File: src/rtl/mmc_cmd_engine_if.sv
// Host-side command/response bus of the MMC command engine.
// The host drives the request fields; the engine returns status and response.
interface mmc_cmd_if;
  logic         start;
  logic [5:0]   cmd_index;
  logic [31:0]  cmd_arg;
  logic [1:0]   resp_type;
  logic         crc_chk;
  logic         busy;
  logic         done;
  logic         err_timeout;
  logic         err_crc;
  logic [127:0] resp;

  modport master (
    output start, cmd_index, cmd_arg, resp_type, crc_chk,
    input  busy, done, err_timeout, err_crc, resp
  );

  modport slave (
    input  start, cmd_index, cmd_arg, resp_type, crc_chk,
    output busy, done, err_timeout, err_crc, resp
  );
endinterface

File: src/rtl/mmc_cmd_engine.sv
// MMC CMD-line engine: serialises a 48-bit command with CRC7, then waits for
// and captures a 48/136-bit response, pacing every bit on the clk_ctrl tick/done handshake.
module mmc_cmd_engine #(
  parameter int NCR_MAX = 64,
  parameter int CNT_W   = 8
) (
  input  logic     clk,
  input  logic     rst_n,
  mmc_cmd_if.slave host,
  output logic     clk_tick,
  input  logic     clk_done,
  output logic     cmd_o,
  output logic     cmd_oe,
  input  logic     cmd_i
);
  typedef enum logic [2:0] {S_IDLE, S_TX, S_NCR, S_RX, S_DONE} state_t;

  localparam logic [CNT_W-1:0] TX_FIRST  = CNT_W'(47);
  localparam logic [CNT_W-1:0] NCR_LAST  = CNT_W'(NCR_MAX - 1);
  localparam logic [CNT_W-1:0] R48_LAST  = CNT_W'(46);
  localparam logic [CNT_W-1:0] R136_LAST = CNT_W'(134);

  state_t           state_q, state_d;
  logic [5:0]       idx_q, idx_d;
  logic [31:0]      arg_q, arg_d;
  logic             long_q, long_d;
  logic             none_q, none_d;
  logic             crc_chk_q, crc_chk_d;
  logic [CNT_W-1:0] cnt_q, cnt_d;
  logic             busy_q, busy_d;
  logic             done_q, done_d;
  logic             err_timeout_q, err_timeout_d;
  logic             err_crc_q, err_crc_d;
  logic [127:0]     resp_q, resp_d;
  logic             clk_tick_q, clk_tick_d;
  logic             cmd_o_q, cmd_o_d;
  logic             cmd_oe_q, cmd_oe_d;

  function automatic logic [6:0] crc7(input logic [39:0] data);
    logic [6:0] c;
    logic       fb;
    c = '0;
    for (int i = 39; i >= 0; i--) begin
      fb = data[i] ^ c[6];
      c  = {c[5:0], 1'b0} ^ (fb ? 7'h09 : 7'h00);
    end
    return c;
  endfunction

  logic [47:0]  frame;
  logic [127:0] resp_shift;
  logic [5:0]   tx_next_bit;

  assign frame       = {2'b01, idx_q, arg_q, crc7({2'b01, idx_q, arg_q}), 1'b1};
  assign resp_shift  = {resp_q[126:0], cmd_i};
  assign tx_next_bit = 6'(cnt_q - 1'b1);

  always_comb begin
    state_d       = state_q;
    idx_d         = idx_q;
    arg_d         = arg_q;
    long_d        = long_q;
    none_d        = none_q;
    crc_chk_d     = crc_chk_q;
    cnt_d         = cnt_q;
    busy_d        = busy_q;
    done_d        = 1'b0;
    err_timeout_d = err_timeout_q;
    err_crc_d     = err_crc_q;
    resp_d        = resp_q;
    clk_tick_d    = 1'b0;
    cmd_o_d       = cmd_o_q;
    cmd_oe_d      = cmd_oe_q;

    case (state_q)
      S_IDLE: begin
        if (host.start) begin
          idx_d         = host.cmd_index;
          arg_d         = host.cmd_arg;
          long_d        = (host.resp_type == 2'd2);
          none_d        = (host.resp_type == 2'd0);
          crc_chk_d     = host.crc_chk;
          resp_d        = '0;
          err_timeout_d = 1'b0;
          err_crc_d     = 1'b0;
          busy_d        = 1'b1;
          cnt_d         = TX_FIRST;
          cmd_o_d       = 1'b0;
          cmd_oe_d      = 1'b1;
          clk_tick_d    = 1'b1;
          state_d       = S_TX;
        end
      end
      S_TX: begin
        // cnt_q is the index of the bit currently on the line
        if (clk_done) begin
          if (cnt_q == '0) begin
            cmd_oe_d = 1'b0;
            cmd_o_d  = 1'b1;
            if (none_q) begin
              done_d  = 1'b1;
              state_d = S_DONE;
            end else begin
              clk_tick_d = 1'b1;
              state_d    = S_NCR;
            end
          end else begin
            cnt_d      = cnt_q - 1'b1;
            cmd_o_d    = frame[tx_next_bit];
            clk_tick_d = 1'b1;
          end
        end
      end
      S_NCR: begin
        if (clk_done) begin
          if (!cmd_i) begin
            cnt_d      = '0;
            clk_tick_d = 1'b1;
            state_d    = S_RX;
          end else if (cnt_q == NCR_LAST) begin
            err_timeout_d = 1'b1;
            done_d        = 1'b1;
            state_d       = S_DONE;
          end else begin
            cnt_d      = cnt_q + 1'b1;
            clk_tick_d = 1'b1;
          end
        end
      end
      S_RX: begin
        if (clk_done) begin
          resp_d = resp_shift;
          if (cnt_q == (long_q ? R136_LAST : R48_LAST)) begin
            // CRC covers the consumed start bit (always 0) plus bits 46:8
            if (!long_q && crc_chk_q &&
                (crc7({1'b0, resp_shift[46:8]}) != resp_shift[7:1]))
              err_crc_d = 1'b1;
            done_d  = 1'b1;
            state_d = S_DONE;
          end else begin
            cnt_d      = cnt_q + 1'b1;
            clk_tick_d = 1'b1;
          end
        end
      end
      S_DONE: begin
        busy_d  = 1'b0;
        state_d = S_IDLE;
      end
      default: state_d = S_IDLE;
    endcase
  end

  always_ff @(posedge clk or negedge rst_n) begin
    if (!rst_n) begin
      state_q       <= S_IDLE;
      idx_q         <= '0;
      arg_q         <= '0;
      long_q        <= 1'b0;
      none_q        <= 1'b0;
      crc_chk_q     <= 1'b0;
      cnt_q         <= '0;
      busy_q        <= 1'b0;
      done_q        <= 1'b0;
      err_timeout_q <= 1'b0;
      err_crc_q     <= 1'b0;
      resp_q        <= '0;
      clk_tick_q    <= 1'b0;
      cmd_o_q       <= 1'b1;
      cmd_oe_q      <= 1'b0;
    end else begin
      state_q       <= state_d;
      idx_q         <= idx_d;
      arg_q         <= arg_d;
      long_q        <= long_d;
      none_q        <= none_d;
      crc_chk_q     <= crc_chk_d;
      cnt_q         <= cnt_d;
      busy_q        <= busy_d;
      done_q        <= done_d;
      err_timeout_q <= err_timeout_d;
      err_crc_q     <= err_crc_d;
      resp_q        <= resp_d;
      clk_tick_q    <= clk_tick_d;
      cmd_o_q       <= cmd_o_d;
      cmd_oe_q      <= cmd_oe_d;
    end
  end

  assign host.busy        = busy_q;
  assign host.done        = done_q;
  assign host.err_timeout = err_timeout_q;
  assign host.err_crc     = err_crc_q;
  assign host.resp        = resp_q;
  assign clk_tick         = clk_tick_q;
  assign cmd_o            = cmd_o_q;
  assign cmd_oe           = cmd_oe_q;
endmodule

File: src/flat_wrapper.sv
// flat-port wrapper written by rule: the top's interface ports become plain ports
module mmc_cmd_engine_flat 
#(
  parameter int NCR_MAX = 64,
  parameter int CNT_W   = 8
)
  (clk, rst_n, clk_tick, clk_done, cmd_o, cmd_oe, cmd_i, host_start, host_cmd_index, host_cmd_arg, host_resp_type, host_crc_chk, host_busy, host_done, host_err_timeout, host_err_crc, host_resp);
  mmc_cmd_if host_i ();
  input  logic clk;
  input  logic rst_n;
  output logic clk_tick;
  input  logic clk_done;
  output logic cmd_o;
  output logic cmd_oe;
  input  logic cmd_i;
  input wire logic [$bits(host_i.start)-1:0] host_start;
  input wire logic [$bits(host_i.cmd_index)-1:0] host_cmd_index;
  input wire logic [$bits(host_i.cmd_arg)-1:0] host_cmd_arg;
  input wire logic [$bits(host_i.resp_type)-1:0] host_resp_type;
  input wire logic [$bits(host_i.crc_chk)-1:0] host_crc_chk;
  output wire logic [$bits(host_i.busy)-1:0] host_busy;
  output wire logic [$bits(host_i.done)-1:0] host_done;
  output wire logic [$bits(host_i.err_timeout)-1:0] host_err_timeout;
  output wire logic [$bits(host_i.err_crc)-1:0] host_err_crc;
  output wire logic [$bits(host_i.resp)-1:0] host_resp;
  assign host_i.start = host_start;
  assign host_i.cmd_index = host_cmd_index;
  assign host_i.cmd_arg = host_cmd_arg;
  assign host_i.resp_type = host_resp_type;
  assign host_i.crc_chk = host_crc_chk;
  assign host_busy = host_i.busy;
  assign host_done = host_i.done;
  assign host_err_timeout = host_i.err_timeout;
  assign host_err_crc = host_i.err_crc;
  assign host_resp = host_i.resp;
  mmc_cmd_engine #(.NCR_MAX(NCR_MAX), .CNT_W(CNT_W)) u_core (.clk(clk), .rst_n(rst_n), .host(host_i), .clk_tick(clk_tick), .clk_done(clk_done), .cmd_o(cmd_o), .cmd_oe(cmd_oe), .cmd_i(cmd_i));
endmodule
File: config.mk
export PLATFORM = sky130hd
export DESIGN_NAME = mmc_cmd_engine_flat
export DESIGN_NICKNAME = d
export VERILOG_FILES = /design/src/rtl/mmc_cmd_engine_if.sv /design/src/rtl/mmc_cmd_engine.sv /design/src/flat_wrapper.sv
export SDC_FILE = /design/constraint.sdc
export NUM_CORES = 1
export LEC_CHECK = 0
export CELL_PAD_IN_SITES_DETAIL_PLACEMENT = 1
export CELL_PAD_IN_SITES_GLOBAL_PLACEMENT = 1
export CORE_MARGIN = 3
export CORE_UTILIZATION = 40
export CTS_CLUSTER_SIZE = 28
export DETAILED_ROUTE_END_ITERATION = 7
export PLACE_DENSITY = 0.83
export REMOVE_ABC_BUFFERS = 1
export SLEW_MARGIN = 20
export SYNTH_ARGS = -nofsm -noshare
export SYNTH_HDL_FRONTEND = slang
export SYNTH_SLANG_ARGS = --single-unit
File: constraint.sdc
create_clock -name clk -period 4.6 [get_ports clk]
set_input_delay 0.92 -clock clk [delete_from_list [all_inputs] [get_ports clk]]
set_output_delay 0.92 -clock clk [all_outputs]
set_load 0.02 [all_outputs]
Word-level counts from Yosys, hierarchy flattened
Index checks and enable logic that the tools add are counted.
- input port bits: 46
- output and inout bits: 135
- word-level logic and storage cells: 348
- flip-flop bits (word level): 187
- multiplexer cells: 138
- equality and inequality tests: 21
- bitwise operators: 151
- order comparisons: 1
- reductions and logical operators: 20
- add/sub/neg operators: 2
- operator list (operator ; number):
    bitwise XOR 7 bit ; 75
    two-way mux 4 bit ; 77
    two-way mux 128 bit ; 2
    one-hot mux 128 bit (2 select lines) ; 1
    bitwise XOR 1 bit ; 73
    two-way mux 8 bit ; 9
    one-hot mux 8 bit (4 select lines) ; 1
    two-way mux 1 bit ; 30
    two-way mux 3 bit ; 9
    != test 2 bit, second input constant ; 7
    one-hot mux 3 bit (4 select lines) ; 1
    one-hot mux 1 bit (2 select lines) ; 5
    AND reduction 5 bit ; 2
    adder 8 x 1 -> 8 bit, second input constant ; 1
    equality test 8 x 6 -> 1 bit, second input constant ; 1
    equality test 8 bit ; 1
    zero test 8 bit ; 1
    != test 2 x 1 -> 1 bit, second input constant ; 4
    AND reduction 8 bit ; 1
    nonzero test 2 bit ; 4
    subtractor 8 x 1 -> 8 bit, second input constant ; 1
    less-than comparator 6 x 7 -> 1 bit, second input constant ; 1
    != test 7 bit ; 1
    AND reduction 7 bit ; 1
    other kinds (19) ; 24

Longest topological paths before layout
Gate-level depths: netlist (run 1).
- depth in word-level cells: 120
- depth in mapped cells: 13
- gate-level depth less buffers: 10

Worst setup path before layout (run 1)
No wires, ideal clock.
- path type: reg2reg
- start: register u_core.cnt_q[0]
- end: register u_core.cmd_o_q, in the netlist u_core.cmd_o
- arrival: 3277 ps
- period minus slack after synthesis: 3372 ps
- cell stages (with the launch flop): 13
- buffers on the path: 4
- required time: 4505 ps
- setup slack: 1228 ps
- library setup time: 95 ps
- cell sequence: dfrtp_1 > clkbuf_1 > clkbuf_1 > inv_1 > ha_1 > clkbuf_1 > clkbuf_1 > mux4_2 > inv_1 > o21ai_0 > a311o_1 > nor4_1 > a2111oi_0
- word-level cells in the longest chain between the ends: 6
- ends and longest elaborated chain (item ; RTL line ; source):
    start: declaration ; mmc_cmd_engine.sv:29 ; logic [CNT_W-1:0] cnt_q, cnt_d;
    start signal: assignment ; mmc_cmd_engine.sv:178 ; cnt_q <= cnt_d;
    subtractor 8 x 1 -> 8 bit ; mmc_cmd_engine.sv:56 ; assign tx_next_bit = 6'(cnt_q - 1'b1);
    binary-select mux 1 bit (select 6 bit) ; mmc_cmd_engine.sv:109 ; cmd_o_d = frame[tx_next_bit];
    two-way mux 1 bit (not written as such) ; mmc_cmd_engine.sv:109 ;
    two-way mux 1 bit (*) ; mmc_cmd_engine.sv:97 ; if (cnt_q == '0) begin
    two-way mux 1 bit (*) ; mmc_cmd_engine.sv:96 ; if (clk_done) begin
    one-hot mux 1 bit (2 select lines) (*) ; mmc_cmd_engine.sv:75 ; case (state_q)
    end signal: assignment ; mmc_cmd_engine.sv:185 ; cmd_o_q <= cmd_o_d;
    end: declaration ; mmc_cmd_engine.sv:36 ; logic cmd_o_q, cmd_o_d;
Every way passes the cells marked *; elsewhere a longest branch is shown, timed or not. The select of a mux whose other input is x is not followed.
A chain may end at the register's enable or synchronous reset.

Worst setup path after layout (run 1)
Ends and elaborated chain as after synthesis.

==> impl_metrics.json, run 1 <==
{
  "status": "completed",
  "cp_max_fo": 21,
  "rows": 56,
  "place_area_sq_mm": 0.0118,
  "synth-seq-cells": 187,
  "postCtsResizedCells": 0,
  "rsz0062_at_grt": "false",
  "synth-warning-count": 0,
  "busiest_layer": "met2",
  "maxCapViolCount": 0,
  "synth_cells": 1052,
  "clock_power_share": 0.146,
  "finalPower_mw": 10.6,
  "vias": 7912,
  "met2_usage": 0.386,
  "syn-cell-area_sq_mm": 0.00980,
  "clkTransAtPathRegs_ns": 0.08,
  "final_area_sq_mm": 0.0125,
  "die_h_microns": 163,
  "grt_pass1_wl_microns": 47300,
  "setup_violations": 0,
  "cp-start-kind": "flip-flop",
  "syn_avg_cell_area_sq_um": 9.31,
  "boundaryPins": 181,
  "antenna_left": 0,
  "async_reset_ff_frac": 1.00,
  "synth_top_area_frac": 0.475,
  "clock_latency_ns": 0.44,
  "max_slew.worst_pin.slew_ns": 0.962,
  "place_congestion": 0.917,
  "max_freq_mhz": 279,
  "grt.met3_usage": 0.0409,
  "htreeDepth": 4,
  "timing.rr.start": "u_core.cnt_q[0]",
  "cts_buffer_depth": 2,
  "power_switching_mw": 4.45,
  "grt_use_total": 0.224,
  "numCtsBuffers": 17,
  "synth_edf_count": 0,
  "io_buffers": 180,
  "hold_buffers": 0,
  "dpl.hpwl_microns": 19700,
  "drt-total-wl_microns": 28300,
  "critical_path.most_common_cell": "mux2i_1",
  "cts_tree": "built",
  "ir_drop_v": 0.00135,
  "diodes": 0,
  "fill_cells": 2667,
  "ys.flop_type": "dfrtp_1",
  "finalClockSkew_ns": 0.0149,
  "worstHoldStart": "u_core.host.resp[127]",
  "maxSlewHeadroom": 0.358,
  "die_w_microns": 163,
  "drv_slew": 0,
  "drc": 0,
  "critPathKind": "reg -> reg",
  "hold_violations": 0,
  "hold_path.class": "reg -> reg",
  "layout-drive-gt1-share": 0.0514,
  "critPathSlowestCell": "dfrtp_1",
  "swShare": 0.421,
  "synthToLayoutAreaGrowth_pct": 27.3,
  "yosysMostFrequentCell": "nand2_1",
  "powerDensity_mw_per_mm2": 847,
  "end_kind": "flip-flop",
  "root_buffer": "clkbuf_16",
  "p_seq_frac": 0.215,
  "critPathLaunch": "u_core.cnt_q[0]",
  "start_util": 0.413,
  "vias_per_cell": 5.18,
  "yosysUniqueCellTypes": 53,
  "drt_iter0_drc": 623,
  "finalCritPeriodShare": 0.781,
  "antenna_found_initial": 1,
  "coreArea_sq_mm": 0.0238,
  "firstDrtPassIters": 5,
  "seq_area_frac_synth": 0.478,
  "synth_common_cells": "nand2_1, dfrtp_1, o21ai_0",
  "yosys.area.top_type": "dfrtp_1",
  "power_frac_comb": 0.639,
  "synth_area_leaders": "dfrtp_1, nand2_1, o21ai_0",
  "cp.arrival_ns": 3.94,
  "fin_util": 0.525,
  "routedWlPerCell_microns": 18.5,
  "required_ns": 4.95,
  "path_cells": "inv_1 -> ha_1 -> mux4_2 -> mux2i_1 -> mux2i_1 -> nand2_1 -> nand4_1 -> a311o_1 -> nor4_1 -> a2111oi_0",
  "power.internal_mw": 6.12,
  "met1_usage": 0.295,
  "grt_max_degree": 257,
  "min_period_ns": 3.59,
  "nNetsFinal": 1243,
  "cts_setup_buffers": 0,
  "cts_sinks": 187,
  "hold-worst-slack_ns": 0.497,
  "slowest_delay_ns": 0.86,
  "grt_pass1_vias": 8520,
  "overflow": 0,
  "p_leak_nw": 5.35,
  "die_area_sq_mm": 0.0264
}
-- power by group through the flow --
stage	sequential [mW]	clock, mW	combinational, mW
3_5_place_dp	2.30	0	6.63
5_1_grt	2.32	1.67	7.21
6_report	2.27	1.55	6.75
3_3_place_gp	2.28	0	6.35
2_1_floorplan	2.18	0	5.18
4_1_cts	2.27	1.58	6.73
-- final timing paths --
path | to | slack (ns) | cells after the start
min | u_core.host.resp[127] | 0.50 | 2
max reg2reg | u_core.cmd_o | 1.01 | 10
min in group asynchronous | u_core.host.done | 0.56 | 1
max in group asynchronous | u_core.host.resp[72] | 3.08 | 2
max | u_core.cmd_o | 1.01 | 10
min reg2reg | u_core.host.resp[127] | 0.50 | 2
-- placed cells by master (no fill, tap or decap), types with 3 or more instances in the layout --
cell             synthesis  layout
dfrtp_1                186     186
nand2_1                393     393
nor2_1                  17      16
buf_4                    0       8
a2111oi_0                3       3
nor3_1                   7       7
mux4_2                   9       9
xor3_1                   7       7
and3_1                   4       4
nor4_1                   4       4
xor2_1                  24      24
o21ai_0                145     145
mux2i_1                  9       9
ha_1                     3       3
nor2b_1                  4       4
inv_1                   10      10
nand3_1                  3       3
clkdlybuf4s50_1          0     179
a31oi_1                  3       3
clkinv_8                 0       5
a22oi_1                  4       4
xnor3_1                 28      28
xnor2_1                 65      65
a21oi_1                 10      10
inv_8                    0       4
clkbuf_16                0      17
a22o_1                   4       4
-- worst max-delay path, delay by kind of cell, from the launching register on --
kind                     cells  cell delay, ns
adder cells (fa/ha/maj)      1            0.79
flip-flops                   1            0.86
buffers and inverters        1            0.21
AND/OR/NAND/NOR              3            0.57
AO/OA/AOI/OAI                2            0.42
multiplexers                 3            0.66
-- final cells by class --
type | count | area (sq um) | share of cell area
multi-input combinational | 789 | 4850 | 0.389
timing repair buffer | 189 | 1890 | 0.151
inverter | 10 | 37.5 | 0.00301
tap | 319 | 399 | 0.0320
clock buffer | 17 | 425 | 0.0341
clock inverter | 15 | 199 | 0.0159
sequential | 187 | 4680 | 0.375
-- per-layer routing --
| metal | routed length [microns] | vias to the layer above |
|---|---|---|
| met1 | 12200 | 3971 |
| met4 | 444 | 2 |
| met3 | 1210 | 31 |
| met2 | 14400 | 153 |
| li1 | - | 3755 |
| met5 | 13 | - |
-- state kept, by name, summed over array words and instances (netlist names), 3 cells and up --
register and flops:
u_core.host.resp 128, u_core.arg_q 32, u_core.cnt_q 8, u_core.idx_q 6, u_core.state_q 3
-- cell families (layout without fill, tap and decap cells) --
family | count (synthesis) | count (layout) | synth area share
XOR/XNOR | 126 | 126 | 0.166
buffers and inverters | 76 | 231 | 0.0291
AND/OR/NAND/NOR | 446 | 446 | 0.181
AO/OA/AOI/OAI | 195 | 195 | 0.112
multiplexers | 19 | 19 | 0.0310
adder cells (fa/ha/maj) | 3 | 3 | 0.00383
flip-flops | 187 | 187 | 0.478
-- per-stage QoR --
stage	TNS [ns]	setup WS, ns	instances
after detailed placement	0	0.957	1494
after global placement	0	1.10	1494
after CTS	0	0.950	1526
after global routing	0	0.613	1526
after floorplan	-45.90	-0.481	986
final	0	1.01	1526
Power figures use the tool's default switching activity.
==> inputs of run 2 (changes only) <==
==> constraint.sdc (replaced) <==
create_clock -name clk -period 3.69 [get_ports clk]
set_input_delay 0.738 -clock clk [delete_from_list [all_inputs] [get_ports clk]]
set_output_delay 0.738 -clock clk [all_outputs]
set_load 0.02 [all_outputs]
==> run 2 against run 1 <==
  * Register-to-register slack worse by 0.45 ns
  * Wire length is 2.6% lower
  * First-iteration DRC count is 16% lower
  * Final cell count is 0.46% higher
  * Sequential power is 22% higher
  * Critical path depth is 2 lower
  * Non-clock buffer count is 8 higher
  * Global-route usage is 1.0 points lower
  * Maximum frequency is 15% higher
  * Count of clock-buffer cells in the layout stayed put
  * Clock power is 20% higher
  * Critical path type unchanged
==> impl_metrics.json, run 2 (synthesis gave the netlist of run 1 again) <==
{
  "critical_path_buf_inv_count": 0,
  "coreArea_sq_mm": 0.0238,
  "cp.arrival_ns": 3.47,
  "critPathKind": "reg -> reg",
  "finalClockSkew_ns": 0.0167,
  "critPathSlowestCell": "xnor3_2",
  "path_cells": "xnor3_1 -> xnor3_2 -> xnor3_1 -> xnor3_2 -> xnor2_1 -> a311o_1 -> nor4_1 -> a2111oi_0",
  "timing.rr.start": "u_core.arg_q[28]",
  "multi_input_area_sq_mm": 0.00485,
  "final_cell_mix": "nand2_1, dfrtp_1, clkdlybuf4s50_1, o21ai_0, xnor2_1",
  "maxSlewHeadroom": 0.469,
  "required_ns": 4.03,
  "overflow": 0,
  "htreeDepth": 4,
  "grt_pass1_wl_microns": 45300,
  "powerDensity_mw_per_mm2": 1010,
  "hold-worst-slack_ns": 0.317,
  "cts_tree": "built",
  "end_kind": "flip-flop",
  "hold_buffers": 0,
  "start_util": 0.413,
  "grt_pass1_vias": 8373,
  "diodes": 0,
  "place_congestion": 0.849,
  "hold_violations": 0,
  "antenna_left": 0,
  "fill_cells": 2699,
  "ir_drop_v": 0.00141,
  "grt_max_degree": 129,
  "routedWlPerCell_microns": 18.0,
  "vias_per_cell": 5.18,
  "hold_path.class": "in -> async",
  "nNetsFinal": 1251,
  "layout-drive-gt1-share": 0.0568,
  "drt_iter0_drc": 521,
  "clkTransAtPathRegs_ns": 0.07,
  "cts_buffer_depth": 2,
  "firstDrtPassIters": 4,
  "setup_violations": 0,
  "rsz0062_at_grt": "false",
  "finalPower_mw": 12.6,
  "drc": 0,
  "largest_reg_flops": 128,
  "cp-start-kind": "flip-flop",
  "die_h_microns": 163,
  "finalCritPeriodShare": 0.847,
  "vias": 7941,
  "synthToLayoutAreaGrowth_pct": 27.7,
  "p_leak_nw": 5.38,
  "rows": 56,
  "boundaryPins": 181,
  "seq_area_sq_mm": 0.00468,
  "grt_use_total": 0.214,
  "root_buffer": "clkbuf_16",
  "critPathLaunch": "u_core.arg_q[28]",
  "cts_setup_buffers": 0,
  "postCtsResizedCells": 0,
  "max_slew.worst_pin.slew_ns": 0.797,
  "max_freq_mhz": 320,
  "die_area_sq_mm": 0.0264,
  "numCtsBuffers": 17,
  "cp_max_fo": 3,
  "critical_path.top_delay_family": "XOR/XNOR gates",
  "slowest_delay_ns": 0.48,
  "drt-total-wl_microns": 27600,
  "clock_latency_ns": 0.45,
  "die_w_microns": 163,
  "antenna_found_initial": 2,
  "maxCapViolCount": 0,
  "min_period_ns": 3.13,
  "drv_slew": 0,
  "status": "completed",
  "cts_sinks": 187,
  "dpl.hpwl_microns": 19600,
  "layout_commonest_cell": "nand2_1",
  "io_buffers": 180
}
[run 2: cell types whose count changed in the layout (fill, tap and decap cells not counted), sizes merged]
cell / delta
clkinvlp: -1
bufinv: -1
buf: +8
inv: +1
[run 2: layer usage]
metal	GRT usage	share of wire
met3	0.0448	0.054
met1	0.285	0.44
met4	0.0554	0.014
met5	0	0.00087
met2	0.358	0.49
[run 2: stage by stage]
step / utilization / std cells / instance area, sq um / TNS (ns) / setup slack, ns
after CTS: 0.527 / 1533 / 12500 / 0 / 0.545
final: 0.527 / 1533 / 12500 / 0 / 0.563
after global routing: 0.527 / 1533 / 12500 / 0 / 0.410
after global placement: 0.502 / 1502 / 11900 / 0 / 0.649
after detailed placement: 0.502 / 1502 / 11900 / 0 / 0.552
after floorplan: - / 986 / 9550 / -139.82 / -1.21
[run 2: path summary, 6_finish.rpt]
| kind | cells after the start | endpoint | slack [ns] |
|---|---|---|---|
| max | 8 | u_core.cmd_o | 0.56 |
| min | 1 | u_core.host.done | 0.32 |
| max reg2reg | 8 | u_core.cmd_o | 0.56 |
| min reg2reg | 2 | u_core.host.resp[127] | 0.50 |
| max in group asynchronous | 2 | u_core.host.resp[81] | 2.35 |
| min in group clk | 2 | u_core.host.resp[127] | 0.50 |
[run 2: layout make-up]
type                    instances  area share
repair buffers                197       0.156
inverters                      10     0.00300
clock inverters                14      0.0134
well taps                     319      0.0319
flip-flops and latches        187       0.374
clock buffers                  17      0.0340
multi-input cells             789       0.387
[run 2: power breakdown]
group          switching (mW)  internal (mW)  leakage [nW]  total, mW
Sequential              0.424           2.34          2.52       2.77
Clock                   0.949          0.915         0.290       1.86
Combinational            3.62           4.36          2.58       7.99
Total                    5.00           7.62          5.38       12.6
[run 2: worst register-to-register path: cells and delay by family (launching register included)]
family / cells / cell delay, ns
xor+xnor: 5 / 1.87
compound gates: 2 / 0.45
simple gates: 1 / 0.29
flops: 1 / 0.40
==> inputs of run 3 (changes only) <==
==> constraint.sdc (replaced) <==
create_clock -name clk -period 3 [get_ports clk]
set_input_delay 0.6 -clock clk [delete_from_list [all_inputs] [get_ports clk]]
set_output_delay 0.6 -clock clk [all_outputs]
set_load 0.02 [all_outputs]
==> run 3 against run 2 <==
  * Count of clock-buffer cells in the layout stayed put
  * Hold slack worse by 0.16 ns
  * Maximum frequency is 6.0% higher
  * Register-to-register slack worse by 0.51 ns
  * Global-route usage is 0.79 points higher
  * Final area is 2.3% higher
  * Die area stayed put
  * Wire length is 4.5% higher
  * Largest cell class unchanged
==> impl_metrics.json, run 3 (synthesis gave the netlist of run 1 again) <==
{
  "r2r_cells": 8,
  "critical_path_buf_inv_count": 0,
  "path_cells": "xnor3_2 -> xnor3_1 -> xnor3_2 -> xnor3_2 -> xnor2_1 -> a311o_1 -> nor4_4 -> a2111oi_2",
  "grt_use_total": 0.222,
  "root_buffer": "clkbuf_16",
  "routedWlPerCell_microns": 18.6,
  "drc": 0,
  "status": "completed",
  "critPathSlowestCell": "xnor3_2",
  "synthToLayoutAreaGrowth_pct": 30.6,
  "setup_violations": 0,
  "critical_path.most_common_cell": "xnor3_2",
  "max_freq_mhz": 339,
  "start_util": 0.413,
  "max_slew.worst_pin.slew_ns": 0.771,
  "finalCritPeriodShare": 0.983,
  "io_buffers": 180,
  "nNetsFinal": 1267,
  "min_period_ns": 2.95,
  "fin_util": 0.539,
  "htreeDepth": 4,
  "layout-drive-gt1-share": 0.0869,
  "hold-worst-slack_ns": 0.157,
  "cts_tree": "built",
  "largest_reg_flops": 128,
  "die_h_microns": 163,
  "die_area_sq_mm": 0.0264,
  "grt_pass1_vias": 8463,
  "grt_max_degree": 193,
  "vias": 8042,
  "die_w_microns": 163,
  "final_area_sq_mm": 0.0128,
  "cp-start-kind": "flip-flop",
  "coreArea_sq_mm": 0.0238,
  "final_cell_mix": "nand2_1, dfrtp_1, clkdlybuf4s50_1, o21ai_0, xnor2_1",
  "drt-total-wl_microns": 28800,
  "dpl.hpwl_microns": 20700,
  "cp_max_fo": 4,
  "boundaryPins": 181,
  "diodes": 0,
  "cp.arrival_ns": 3.30,
  "drt_iter0_drc": 507,
  "dp_slack_ns": -0.140,
  "vias_per_cell": 5.19,
  "reg2reg_slack_ns": 0.05,
  "required_ns": 3.35,
  "firstDrtPassIters": 4,
  "critical_path.top_delay_family": "XOR/XNOR gates",
  "p_leak_nw": 5.52,
  "finalPower_mw": 16.8,
  "grt_pass1_wl_microns": 46500,
  "slowest_delay_ns": 0.49,
  "antenna_left": 0,
  "layout_commonest_cell": "nand2_1",
  "hold_buffers": 0,
  "clock_latency_ns": 0.44,
  "overflow": 0,
  "rows": 56,
  "finalClockSkew_ns": 0.0117,
  "clkTransAtPathRegs_ns": 0.08,
  "numCtsBuffers": 17,
  "antenna_found_initial": 0,
  "hold_path.class": "in -> async",
  "cts_sinks": 187,
  "timing.rr.end": "u_core.cmd_o",
  "drv_slew": 0,
  "timing.rr.start": "u_core.idx_q[5]",
  "place_congestion": 0.836,
  "maxSlewHeadroom": 0.482,
  "critPathKind": "reg -> reg",
  "cts_buffer_depth": 2,
  "place_area_sq_mm": 0.0120,
  "ir_drop_v": 0.00180,
  "end_kind": "flip-flop",
  "maxCapViolCount": 0,
  "hold_violations": 0,
  "powerDensity_mw_per_mm2": 1320,
  "setup_slack_ns": 0.0501
}
[run 3: cell count changes in the layout (fill, tap and decap cells not counted), moves of 2 or more]
cell       delta
xnor2_2       +8
xnor2_1       -9
xor2_2        +2
xor2_1        -2
xnor3_2       +5
buf_12        +2
xnor3_1       -5
buf_4        +14
a2111oi_0     -2
a2111oi_2     +2
[run 3: what timing repair did]
item	CTS	global route
resized for setup	9	16
pin swaps	2	5
gates cloned	0	0
setup buffers	0	3
setup endpoints to repair	2	2
[run 3: worst max path at each step]
stage,from,to,slack [ns],depth (start not counted)
floorplan,u_core.state_q[0],u_core.host.err_crc,-1.83,7
global placement,u_core.arg_q[28],u_core.cmd_o,0.05,8
detailed placement,u_core.arg_q[28],u_core.cmd_o,-0.14,9
CTS,u_core.host.resp[39],u_core.host.err_crc,0.01,8
global route,u_core.idx_q[0],u_core.cmd_o,-0.08,9
finish,u_core.idx_q[5],u_core.cmd_o,0.05,8
[run 3: power by group]
part	switching, mW	internal [mW]	total, mW	leakage (nW)
logic	5.19	5.94	11.1	2.71
clock network	1.18	1.13	2.31	0.291
registers	0.515	2.88	3.40	2.52
total	6.88	9.95	16.8	5.52
[run 3: final cells by class]
| type | instances | area, sq um |
|---|---|---|
| Clock buffer | 17 | 425 |
| Clock inverter | 15 | 171 |
| Fill cell | 2637 | 11000 |
| Inverter | 10 | 37.5 |
| Multi-Input combinational cell | 789 | 4980 |
| Sequential cell | 187 | 4680 |
| Tap cell | 319 | 399 |
| Timing Repair Buffer | 213 | 2100 |
[run 3: per-stage QoR]
stage,TNS (ns),std cells
after floorplan,-221.02,986
after global placement,0,1515
after detailed placement,-0.172,1515
after CTS,0,1547
after global routing,-0.128,1550
final,0,1550
[run 3: metal layers]
metal / part of all wire / global-route usage / vias to the layer above
met2: 0.50 / 0.376 / 156
met4: 0.020 / 0.0679 / 0
met3: 0.046 / 0.0448 / 30
met5: 0 / 0 / -
li1: - / - / 3798
met1: 0.44 / 0.289 / 4058
